<file path="config.mk">
export PLATFORM = sky130hd
export DESIGN_NAME = lsu_mem_ctrl
export DESIGN_NICKNAME = d
export VERILOG_FILES = /design/src/rtl/lsu_mem_ctrl_pkg.sv /design/src/rtl/lsu_mem_ctrl_load_merge.sv /design/src/rtl/lsu_mem_ctrl.sv
export SDC_FILE = /design/constraint.sdc
export NUM_CORES = 1
export LEC_CHECK = 0
export ABC_AREA = 1
export ABC_CLOCK_PERIOD_IN_PS = 3310
export CAP_MARGIN = 10
export CORE_ASPECT_RATIO = 0.9
export CORE_MARGIN = 2
export CORE_UTILIZATION = 45
export CTS_CLUSTER_DIAMETER = 200
export DETAILED_ROUTE_END_ITERATION = 16
export HOLD_SLACK_MARGIN = 0.1
export PLACE_DENSITY = 0.77
export SLEW_MARGIN = 10
export SYNTH_ARGS = -nofsm -noshare
export SYNTH_HDL_FRONTEND = slang
export SYNTH_SLANG_ARGS = --single-unit
</file>
<file path="constraint.sdc">
create_clock -name clk -period 3.31 [get_ports clk]
set_clock_uncertainty 0.15 [all_clocks]
set_input_delay 0.4965 -clock clk [delete_from_list [all_inputs] [get_ports clk]]
set_output_delay 0.4965 -clock clk [all_outputs]
set_load 0.01 [all_outputs]
</file>
<file path="src/rtl/lsu_mem_ctrl_pkg.sv">
// Shared definitions for the load/store unit memory controller.
//
// Contents:
//   - memory op-code encodings shared by the pipeline and the data memory
//   - LSU FSM state encodings
//   - LSU_IDLE_OP, the op driven onto the memory bus whenever no access is issued
//   - small op classification helpers
package lsu_mem_ctrl_pkg;

    localparam logic [2:0] OP_LB = 3'd0;
    localparam logic [2:0] OP_LH = 3'd1;
    localparam logic [2:0] OP_LW = 3'd2;
    localparam logic [2:0] OP_SB = 3'd3;
    localparam logic [2:0] OP_SH = 3'd4;
    localparam logic [2:0] OP_SW = 3'd5;

    localparam logic [2:0] LSU_IDLE_OP = OP_LW;

    typedef enum logic [1:0] {
        LSU_IDLE = 2'd0,
        LSU_ACC  = 2'd1,
        LSU_RD   = 2'd2,
        LSU_RESP = 2'd3
    } lsu_state_e;

    // Codes 6 and 7 are unused and are answered without touching memory.
    function automatic logic op_is_legal(input logic [2:0] op);
        return (op <= OP_SW);
    endfunction

    function automatic logic op_is_load(input logic [2:0] op);
        return (op == OP_LB) || (op == OP_LH) || (op == OP_LW);
    endfunction

endpackage

</file>
<file path="src/rtl/lsu_mem_ctrl_load_merge.sv">
// Split-load merge and misalignment detection.
//
// Ports:
//   w0_i          first (lower-address) word of a split load
//   w1_i          second word of a split load
//   off_i         byte offset of the original access within its word
//   op_i          original op code
//   result_o      merged, sign-extended load result
//   misaligned_o  the access at this offset crosses a word boundary
module lsu_load_merge
    import lsu_mem_ctrl_pkg::*;
#(
    parameter int DW = 32
) (
    input  logic [DW-1:0] w0_i,
    input  logic [DW-1:0] w1_i,
    input  logic [1:0]    off_i,
    input  logic [2:0]    op_i,
    output logic [DW-1:0] result_o,
    output logic          misaligned_o
);

    // Byte ops never cross a word; halves only cross from offset 3.
    // Stores follow the same rule as the matching loads.
    function automatic logic is_misaligned(input logic [2:0] op, input logic [1:0] off);
        logic mis;
        mis = 1'b0;
        case (op)
            OP_LH, OP_SH: mis = (off == 2'd3);
            OP_LW, OP_SW: mis = (off != 2'd0);
            default:      mis = 1'b0;
        endcase
        return mis;
    endfunction

    logic [4:0]    shamt;
    logic [DW-1:0] shifted;

    // The two words form a little-endian 64-bit window; shifting by the
    // offset brings the first requested byte down to bit 0.
    always_comb begin
        shamt        = {off_i, 3'b000};
        shifted      = DW'({w1_i, w0_i} >> shamt);
        misaligned_o = is_misaligned(op_i, off_i);
        if (op_i == OP_LH) begin
            result_o = {{(DW-16){shifted[15]}}, shifted[15:0]};
        end else begin
            result_o = shifted;
        end
    end

endmodule

</file>
<file path="src/rtl/lsu_mem_ctrl.sv">
// MEM-stage load/store initiator.
//
// Accepts one load/store at a time from the pipeline, issues it to the
// 1-cycle-latency data memory, and returns one registered response.
// Misaligned loads become two word reads that are merged; misaligned
// stores become a run of byte stores.
//
// Ports:
//   clk, rst                          clock, synchronous active-high reset
//   req_valid/req_ready               pipeline request handshake (ready only in IDLE)
//   req_op/req_addr/req_wdata         request op code, byte address, right-aligned store data
//   resp_valid/resp_rdata/resp_split  one-cycle response pulse, load result, split flag
//   lsu_busy                          controller not idle (pipeline stall)
//   m_stall/m_op/m_addr/m_wdata       memory request (m_stall=1 means no access)
//   m_rdata                           memory read data, valid the cycle after a load issue
module lsu_mem_ctrl
    import lsu_mem_ctrl_pkg::*;
#(
    parameter int AW = 11,
    parameter int DW = 32
) (
    input  logic          clk,
    input  logic          rst,
    input  logic          req_valid,
    output logic          req_ready,
    input  logic [2:0]    req_op,
    input  logic [AW-1:0] req_addr,
    input  logic [DW-1:0] req_wdata,
    output logic          resp_valid,
    output logic [DW-1:0] resp_rdata,
    output logic          resp_split,
    output logic          lsu_busy,
    output logic          m_stall,
    output logic [2:0]    m_op,
    output logic [AW-1:0] m_addr,
    output logic [DW-1:0] m_wdata,
    input  logic [DW-1:0] m_rdata
);

    lsu_state_e    state_q, state_d;
    logic [2:0]    op_q, op_d;
    logic [AW-1:0] addr_q, addr_d;
    logic [DW-1:0] wdata_q, wdata_d;
    logic [1:0]    cnt_q, cnt_d;
    logic [DW-1:0] w0_q, w0_d;
    logic [DW-1:0] rdata_q, rdata_d;
    logic          split_q, split_d;

    logic          misaligned;
    logic          is_load;
    logic          last_byte;
    logic [DW-1:0] merged;
    logic [AW-1:0] word_base;
    logic [AW-1:0] sub_addr;
    logic [2:0]    sub_op;
    logic [DW-1:0] sub_wdata;

    lsu_load_merge #(
        .DW(DW)
    ) u_merge (
        .w0_i        (w0_q),
        .w1_i        (m_rdata),
        .off_i       (addr_q[1:0]),
        .op_i        (op_q),
        .result_o    (merged),
        .misaligned_o(misaligned)
    );

    // Current sub-access. Split loads walk the two covering words; split
    // stores walk the bytes one address at a time. Address sums wrap
    // naturally at the top of the AW-bit space.
    always_comb begin
        is_load   = op_is_load(op_q);
        last_byte = (cnt_q == ((op_q == OP_SH) ? 2'd1 : 2'd3));
        word_base = {addr_q[AW-1:2], 2'b00};
        sub_addr  = addr_q;
        sub_op    = op_q;
        sub_wdata = wdata_q;
        if (misaligned && is_load) begin
            sub_addr = word_base + AW'({cnt_q[0], 2'b00});
            sub_op   = OP_LW;
        end else if (misaligned) begin
            sub_addr  = addr_q + AW'(cnt_q);
            sub_op    = OP_SB;
            sub_wdata = {{(DW-8){1'b0}}, wdata_q[{cnt_q, 3'b000} +: 8]};
        end
    end

    // Memory bus drive. Address and op stay valid through RD because the
    // memory picks its read lane from the live low address bits. Reset
    // forces the idle values immediately so an access in flight at reset
    // is not completed by the memory.
    always_comb begin
        m_stall = 1'b1;
        m_op    = LSU_IDLE_OP;
        m_addr  = '0;
        m_wdata = '0;
        if (!rst) begin
            if (state_q == LSU_ACC) begin
                m_stall = 1'b0;
                m_op    = sub_op;
                m_addr  = sub_addr;
                m_wdata = sub_wdata;
            end else if (state_q == LSU_RD) begin
                m_op   = sub_op;
                m_addr = sub_addr;
            end
        end
    end

    // Next-state logic. The response registers only change on entry to
    // RESP, so resp_rdata holds between responses.
    always_comb begin
        state_d = state_q;
        op_d    = op_q;
        addr_d  = addr_q;
        wdata_d = wdata_q;
        cnt_d   = cnt_q;
        w0_d    = w0_q;
        rdata_d = rdata_q;
        split_d = split_q;
        case (state_q)
            LSU_IDLE: begin
                if (req_valid) begin
                    op_d    = req_op;
                    addr_d  = req_addr;
                    wdata_d = req_wdata;
                    cnt_d   = 2'd0;
                    if (op_is_legal(req_op)) begin
                        state_d = LSU_ACC;
                    end else begin
                        state_d = LSU_RESP;
                        rdata_d = '0;
                        split_d = 1'b0;
                    end
                end
            end
            LSU_ACC: begin
                if (is_load) begin
                    state_d = LSU_RD;
                end else if (misaligned && !last_byte) begin
                    cnt_d = cnt_q + 2'd1;
                end else begin
                    state_d = LSU_RESP;
                    rdata_d = '0;
                    split_d = misaligned;
                end
            end
            LSU_RD: begin
                if (misaligned && (cnt_q == 2'd0)) begin
                    w0_d    = m_rdata;
                    cnt_d   = 2'd1;
                    state_d = LSU_ACC;
                end else begin
                    state_d = LSU_RESP;
                    rdata_d = misaligned ? merged : m_rdata;
                    split_d = misaligned;
                end
            end
            LSU_RESP: begin
                state_d = LSU_IDLE;
            end
            default: begin
                state_d = LSU_IDLE;
            end
        endcase
    end

    always_ff @(posedge clk) begin
        if (rst) begin
            state_q <= LSU_IDLE;
            op_q    <= LSU_IDLE_OP;
            addr_q  <= '0;
            wdata_q <= '0;
            cnt_q   <= 2'd0;
            w0_q    <= '0;
            rdata_q <= '0;
            split_q <= 1'b0;
        end else begin
            state_q <= state_d;
            op_q    <= op_d;
            addr_q  <= addr_d;
            wdata_q <= wdata_d;
            cnt_q   <= cnt_d;
            w0_q    <= w0_d;
            rdata_q <= rdata_d;
            split_q <= split_d;
        end
    end

    assign req_ready  = (state_q == LSU_IDLE);
    assign lsu_busy   = (state_q != LSU_IDLE);
    assign resp_valid = (state_q == LSU_RESP) && !rst;
    assign resp_rdata = rdata_q;
    assign resp_split = split_q;

endmodule

</file>
# --- Word level (Yosys, flattened, before mapping) ---
# Index checks and enable logic that the tools add are counted.
totals:
  ramBits: 0
  reg_bits: 115
  in_bits: 81
  memories: 0
  elab_cells: 95
  latch_bits: 0
  out_inout_bits: 83
  mem_bits_ro: 0
op_classes:
  add_sub_neg: 3
  multipliers: 0
  n_eq_ne: 17
  div: 0
  bitwise_logic: 0
  shifts: 2
  n_reduce_logical: 21
  magnitude_cmp: 1
  n_mux: 43
ops:
  columns: ["operator", "count"]
  rows:
  - ["$mux 32", 11]
  - ["$pmux 32 s3", 1]
  - ["$shr 64x5->32", 1]
  - ["$mux 11", 5]
  - ["$shiftx 32x6->8", 1]
  - ["$mux 2", 10]
  - ["$mux 3", 5]
  - ["$add 11x2->11", 1]
  - ["$add 11x3->11", 1]
  - ["$ne 2x2->1 const B", 5]
  - ["$pmux 2 s4", 1]
  - ["$mux 1", 7]
  - ["$eq 2x2->1 const B", 3]
  - ["$eq 3x3->1 const B", 2]
  - ["$pmux 2 s3", 1]
  - ["$reduce_and 2->1", 3]
  - ["$reduce_and 6->1", 1]
  - ["$reduce_and 5->1", 1]
  - ["$logic_and 1x1->1", 4]
  - ["$logic_not 2->1", 2]
  - ["$ne 2x1->1 const B", 2]
  - ["$reduce_bool 2->1", 2]
  - ["$reduce_or 2->1", 2]
  - ["$eq 3x1->1 const B", 1]
  - ["12 further kinds", 14]

# --- Depth between registers and ports, before layout ---
depth:
  depth_word: 8
  depth_mapped: 13

# --- By module ---
# A second synthesis with hierarchy kept.
unflattened:
  cells_unflattened: 1164
  hier_area_um2: 7043.0
by_module_without_submodules:
  columns: ["mod", "cells_each", "n_inst", "seq_area_each_um2", "area_each_um2"]
  rows:
  - ["lsu_mem_ctrl", 921, 1, 2302.2, 5949.5]
  - ["lsu_load_merge", 243, 1, 0.0, 1093.5]

# --- Worst setup path after synthesis ---
# No wires, ideal clock.
synth_timing:
  kind: "register -> output"
  startpoint: "reg state_q[1]"
  endpoint: "out m_wdata[16]"
  stages_incl_launch_ff: 7
  setup_slack_ns: 1.045
  arrival_ns: 1.618
  cell_sequence: "dfxtp_1 -> inv_1 -> ha_1 -> inv_1 -> nor2_1 -> clkinv_1 -> nor3_1"
synth_via:
  elab_chain_cells: 3
synth_lines:
  columns: ["element", "line_no", "rtl"]
  rows:
  - ["start, declared", "lsu_mem_ctrl.sv:40", "lsu_state_e state_q, state_d;"]
  - ["start signal, assigned", "lsu_mem_ctrl.sv:180", "state_q <= state_d;"]
  - ["$eq 2x1->1", "lsu_mem_ctrl.sv:99", "if (state_q == LSU_ACC) begin"]
  - ["$mux 32", "lsu_mem_ctrl.sv:99", null]
  - ["$mux 32", "lsu_mem_ctrl.sv:98", "if (!rst) begin"]
  - ["end, declared", "lsu_mem_ctrl.sv:36", "output logic [DW-1:0] m_wdata,"]
# No other way between the ends.

# --- Worst setup path after layout ---
layout_timing:
  startpoint: "reg cnt_q[0]"
  endpoint: "out m_addr[8]"
layout_via:
  elab_chain_cells: 6
  word_cells_on_any_way: 7
  classes_between: "add/sub: 2; mux: 5"
layout_lines:
  columns: ["element", "line_no", "rtl"]
  rows:
  - ["start, declared", "lsu_mem_ctrl.sv:44", "logic [1:0] cnt_q, cnt_d;"]
  - ["start signal, assigned", "lsu_mem_ctrl.sv:184", "cnt_q <= cnt_d;"]
  - ["$add 11x2->11", "lsu_mem_ctrl.sv:83", "sub_addr = addr_q + AW'(cnt_q);"]
  - ["$mux 11", "lsu_mem_ctrl.sv:82", "end else if (misaligned) begin"]
  - ["$mux 11 (*)", "lsu_mem_ctrl.sv:79", "if (misaligned && is_load) begin"]
  - ["$mux 11", "lsu_mem_ctrl.sv:104", "end else if (state_q == LSU_RD) begin"]
  - ["$mux 11 (*)", "lsu_mem_ctrl.sv:99", null]
  - ["$mux 11 (*)", "lsu_mem_ctrl.sv:98", null]
  - ["end, declared", "lsu_mem_ctrl.sv:35", "output logic [AW-1:0] m_addr,"]
# Mark *: on every way between the ends. The rest lies on a longest branch, timed or not.

==> metrics.md <==
| Metric | Value |
|---|---|
| Crit Path Category | `flip-flop to output port` |
| Number of pins with negative max-slew slack in the final report | `0` |
| Type of destination of the critical path | `output port` |
| Fraction of final layout cells sized beyond drive strength 1 | `6.875%` |
| Number of I/O pins | `164` |
| Number of core rows | `43` |
| Final Setup Violations | `0` |
| Peak Freq | `0.3142 GHz` |
| Number of global-route vias before repair | `7296` |
| Count of H-tree levels built during CTS | `4` |
| Maximum number of buffers from clock root to sink | `2` |
| Kind of start point of the critical path | `flip-flop` |
| Placed Cells incl. Taps | `1477` |
| Number of hold buffers added after CTS | `0` |
| Maximum resistive drop on vdd | `0.4356 mV` |
| Post-layout min period | `3.183 ns` |
| Maximum number of pins on one net before global-route repair | `61` |
| Worst slack, placed | `0.03790 ns` |
| Max-capacitance violation count | `0` |
| Share of the cycle needed by the critical path after routing | `96.16%` |
| Horizontal extent of the die | `136.1 µm` |
| Clock root buffer master | `sky130_fd_sc_hd__clkbuf_16` |
| Flip-flop and latch count after synthesis | `115` |
| Antenna violations before repair | `0` |
| ANT cells | `0` |
| Area of the core region | `15390 µm²` |
| Final Non-Filler Cells | `1511` |
| Post-route worst hold slack | `0.2972 ns` |
| Synth Instances | `1170` |
| Worst rel slew slack | `57.86%` |
| Post-route total power | `7.256 mW` |
| Number of vias per cell | `5.291` |
| Leakage power figure | `3.930 nW` |
| Final #Nets | `1389` |
| CTS clock-pin slew for the worst setup and hold paths | `0.06 ns` |
| Clock latency reported for the late side of the worst-skew pair | `0.42 ns` |
| Number of fill cells in the layout | `1504` |
| Post-placement cell area | `8745 µm²` |
| Post-Route WL | `22670 µm` |
| Average routed wire per standard cell | `15.00 µm` |
| Drt pass-1 iters | `5` |
| Number of buffers inserted during clock tree synthesis | `17` |
| Global route overflow | `0` |
| Storage cell area | `2310 µm²` |
| Total Routing Usage GR | `27.14%` |
| Total of warnings raised by yosys | `0` |
| Post-synthesis area per instance | `6.039 µm²` |
| Starting density of the core | `45.92%` |
| Post-detailed-route count of antenna-violating nets | `0` |
| Power density over the cells | `768.4 nW/µm²` |
| Run status | `complete, no violations` |
| DIE AREA | `16720 µm²` |
| Worst Tran Pin Value | `0.6306 ns` |
| Most frequent cells in the layout | `293 x sky130_fd_sc_hd__nand2_1, 176 x sky130_fd_sc_hd__nor2_1, 161 x sky130_fd_sc_hd__clkdlybuf4s50_1` |
| CP required | `2.66 ns` |
| Setup TNS Final | `0 ns` |
| Number of design rule violations left after detail routing | `0` |
| Half-perimeter wire length of the detailed placement result | `15500 µm` |
| Die Ht | `122.9 µm` |
| Synthesized area | `7066 µm²` |
| Multi-input logic area | `4015 µm²` |
| Number of I/O port buffers | `163` |
| Gpl congestion | `0.8830` |
| DRC marker count from the first detailed-route iteration | `703` |
| Global-route wire length before repair | `35610 µm` |
| Count of cell types in the netlist | `33` |
| Critical path data arrival time | `2.54 ns` |
| Layout-stage area growth over the synthesis result | `33.65%` |
| Sink Count | `115` |
| Maximum fanout along the worst path | `4` |
| CTS tree | `yes` |
| Detailed-route via count | `7994` |
| Post-Syn Nets | `1262` |
| RSZ-0062 raised after global routing | `yes` |
| Final hold violations | `0` |
| Post-Layout Inst Area | `9443 µm²` |
| Part of the Yosys area used for sequential elements | `32.58%` |
| Utilization after layout | `61.37%` |
| Setup slack of the critical path after layout | `0.1270 ns` |
| Worst hold path type | `flip-flop to flip-flop` |
| Most frequent standard cell in the layout excluding fill and tap cells | `sky130_fd_sc_hd__nand2_1` |
[path summary, 6_finish.rpt]
check,startpoint,endpoint,slack (ns),cells after the start
setup / recovery,cnt_q[0],m_addr[8],0.13,12
hold / removal,w0_q[2],w0_q[2],0.30,2
setup reg to reg,cnt_q[0],resp_split,0.86,8
hold reg to reg,w0_q[2],w0_q[2],0.30,2
[what timing repair did]
action,in CTS,in global routing
buffers inserted,0,1
gates resized for setup,12,19
gates cloned,0,2
hold endpoints to repair,0,0
setup endpoints to repair,28,25
pin swaps,0,2
[power breakdown]
part	internal, mW	switching, mW	total, mW	leakage, nW
Sequential	1.75	0.292	2.05	0.946
Combinational	1.33	2.18	3.51	2.73
Clock	1.02	0.677	1.70	0.250
Total	4.10	3.15	7.26	3.93
[sequential cells by signal, indices dropped and copies added, names as in the netlist]
register    cells
resp_split      1
w0_q           32
cnt_q           2
resp_rdata     32
wdata_q        32
state_q         2
op_q            3
addr_q         11
[layer usage]
metal	vias to the layer above	share of wire, %	global-route usage [%]	wire length (µm)
met4	0	3.9	13.22	880
met5	-	0	0	0
met1	3563	42	33.72	9458
li1	3996	-	-	-
met3	66	8.9	7.228	2007
met2	369	46	43.66	10320
[kinds of logic after synthesis]
logic type / count (synthesis) / synth area share, %
xor gates and xnor gates: 9 / 1.116
AOI/OAI and AO/OA: 255 / 18.81
adders and majority gates: 11 / 2.054
and+or+nand+nor: 580 / 33.54
DFF: 115 / 32.58
buffers and inverters: 200 / 11.90
[cells in the mapped netlist]
cell type	count	area (µm²)
sky130_fd_sc_hd__clkbuf_1	37	138.9
sky130_fd_sc_hd__xnor2_1	1	8.760
sky130_fd_sc_hd__nor2_1	179	671.9
sky130_fd_sc_hd__o21ai_0	127	635.6
sky130_fd_sc_hd__nand4_1	15	93.84
sky130_fd_sc_hd__nand2_1	295	1107
sky130_fd_sc_hd__xor2_1	8	70.07
sky130_fd_sc_hd__nand3_2	4	40.04
sky130_fd_sc_hd__ha_1	10	125.1
sky130_fd_sc_hd__o22ai_1	3	18.77
sky130_fd_sc_hd__o211ai_1	13	97.59
sky130_fd_sc_hd__nand2_2	3	18.77
sky130_fd_sc_hd__buf_2	24	120.1
sky130_fd_sc_hd__o21ai_1	11	55.05
sky130_fd_sc_hd__clkinv_1	3	11.26
sky130_fd_sc_hd__or2_0	1	6.260
sky130_fd_sc_hd__a21oi_1	94	470.5
sky130_fd_sc_hd__fa_1	1	20.02
sky130_fd_sc_hd__a211oi_1	2	15.01
sky130_fd_sc_hd__nor3_1	13	65.06
sky130_fd_sc_hd__nand2_4	2	22.52
sky130_fd_sc_hd__a31oi_1	2	12.51
sky130_fd_sc_hd__nand3_1	65	325.3
sky130_fd_sc_hd__a21oi_2	1	8.760
sky130_fd_sc_hd__inv_1	114	427.9
sky130_fd_sc_hd__inv_2	5	18.77
sky130_fd_sc_hd__nor2_2	3	18.77
sky130_fd_sc_hd__buf_6	7	78.83
sky130_fd_sc_hd__buf_1	8	30.03
sky130_fd_sc_hd__o21a_1	1	7.510
sky130_fd_sc_hd__buf_4	2	15.01
sky130_fd_sc_hd__a22oi_1	1	7.510
sky130_fd_sc_hd__dfxtp_1	115	2302
[critical path: stages (launching register included)]
cell and delay [ns]:
sky130_fd_sc_hd__dfxtp_2 0.37, sky130_fd_sc_hd__ha_2 0.22, sky130_fd_sc_hd__fa_2 0.23, sky130_fd_sc_hd__nand2_1 0.07
sky130_fd_sc_hd__nor2_2 0.14, sky130_fd_sc_hd__nand3_1 0.10, sky130_fd_sc_hd__xor2_1 0.15, sky130_fd_sc_hd__nand2_1 0.05
sky130_fd_sc_hd__o21ai_0 0.08, sky130_fd_sc_hd__nand2_1 0.07, sky130_fd_sc_hd__nand2_1 0.06, sky130_fd_sc_hd__inv_1 0.05
sky130_fd_sc_hd__clkdlybuf4s50_1 0.52
[layout make-up]
class	count	share of cell area (%)
multi-input combinational	856	42.52
sequential	115	24.46
timing repair buffer	185	19.70
inverter	122	4.903
clock buffer	18	4.545
tap	202	2.677
clock inverter	13	1.193
Note: power is estimated with default switching activity, not from simulation.
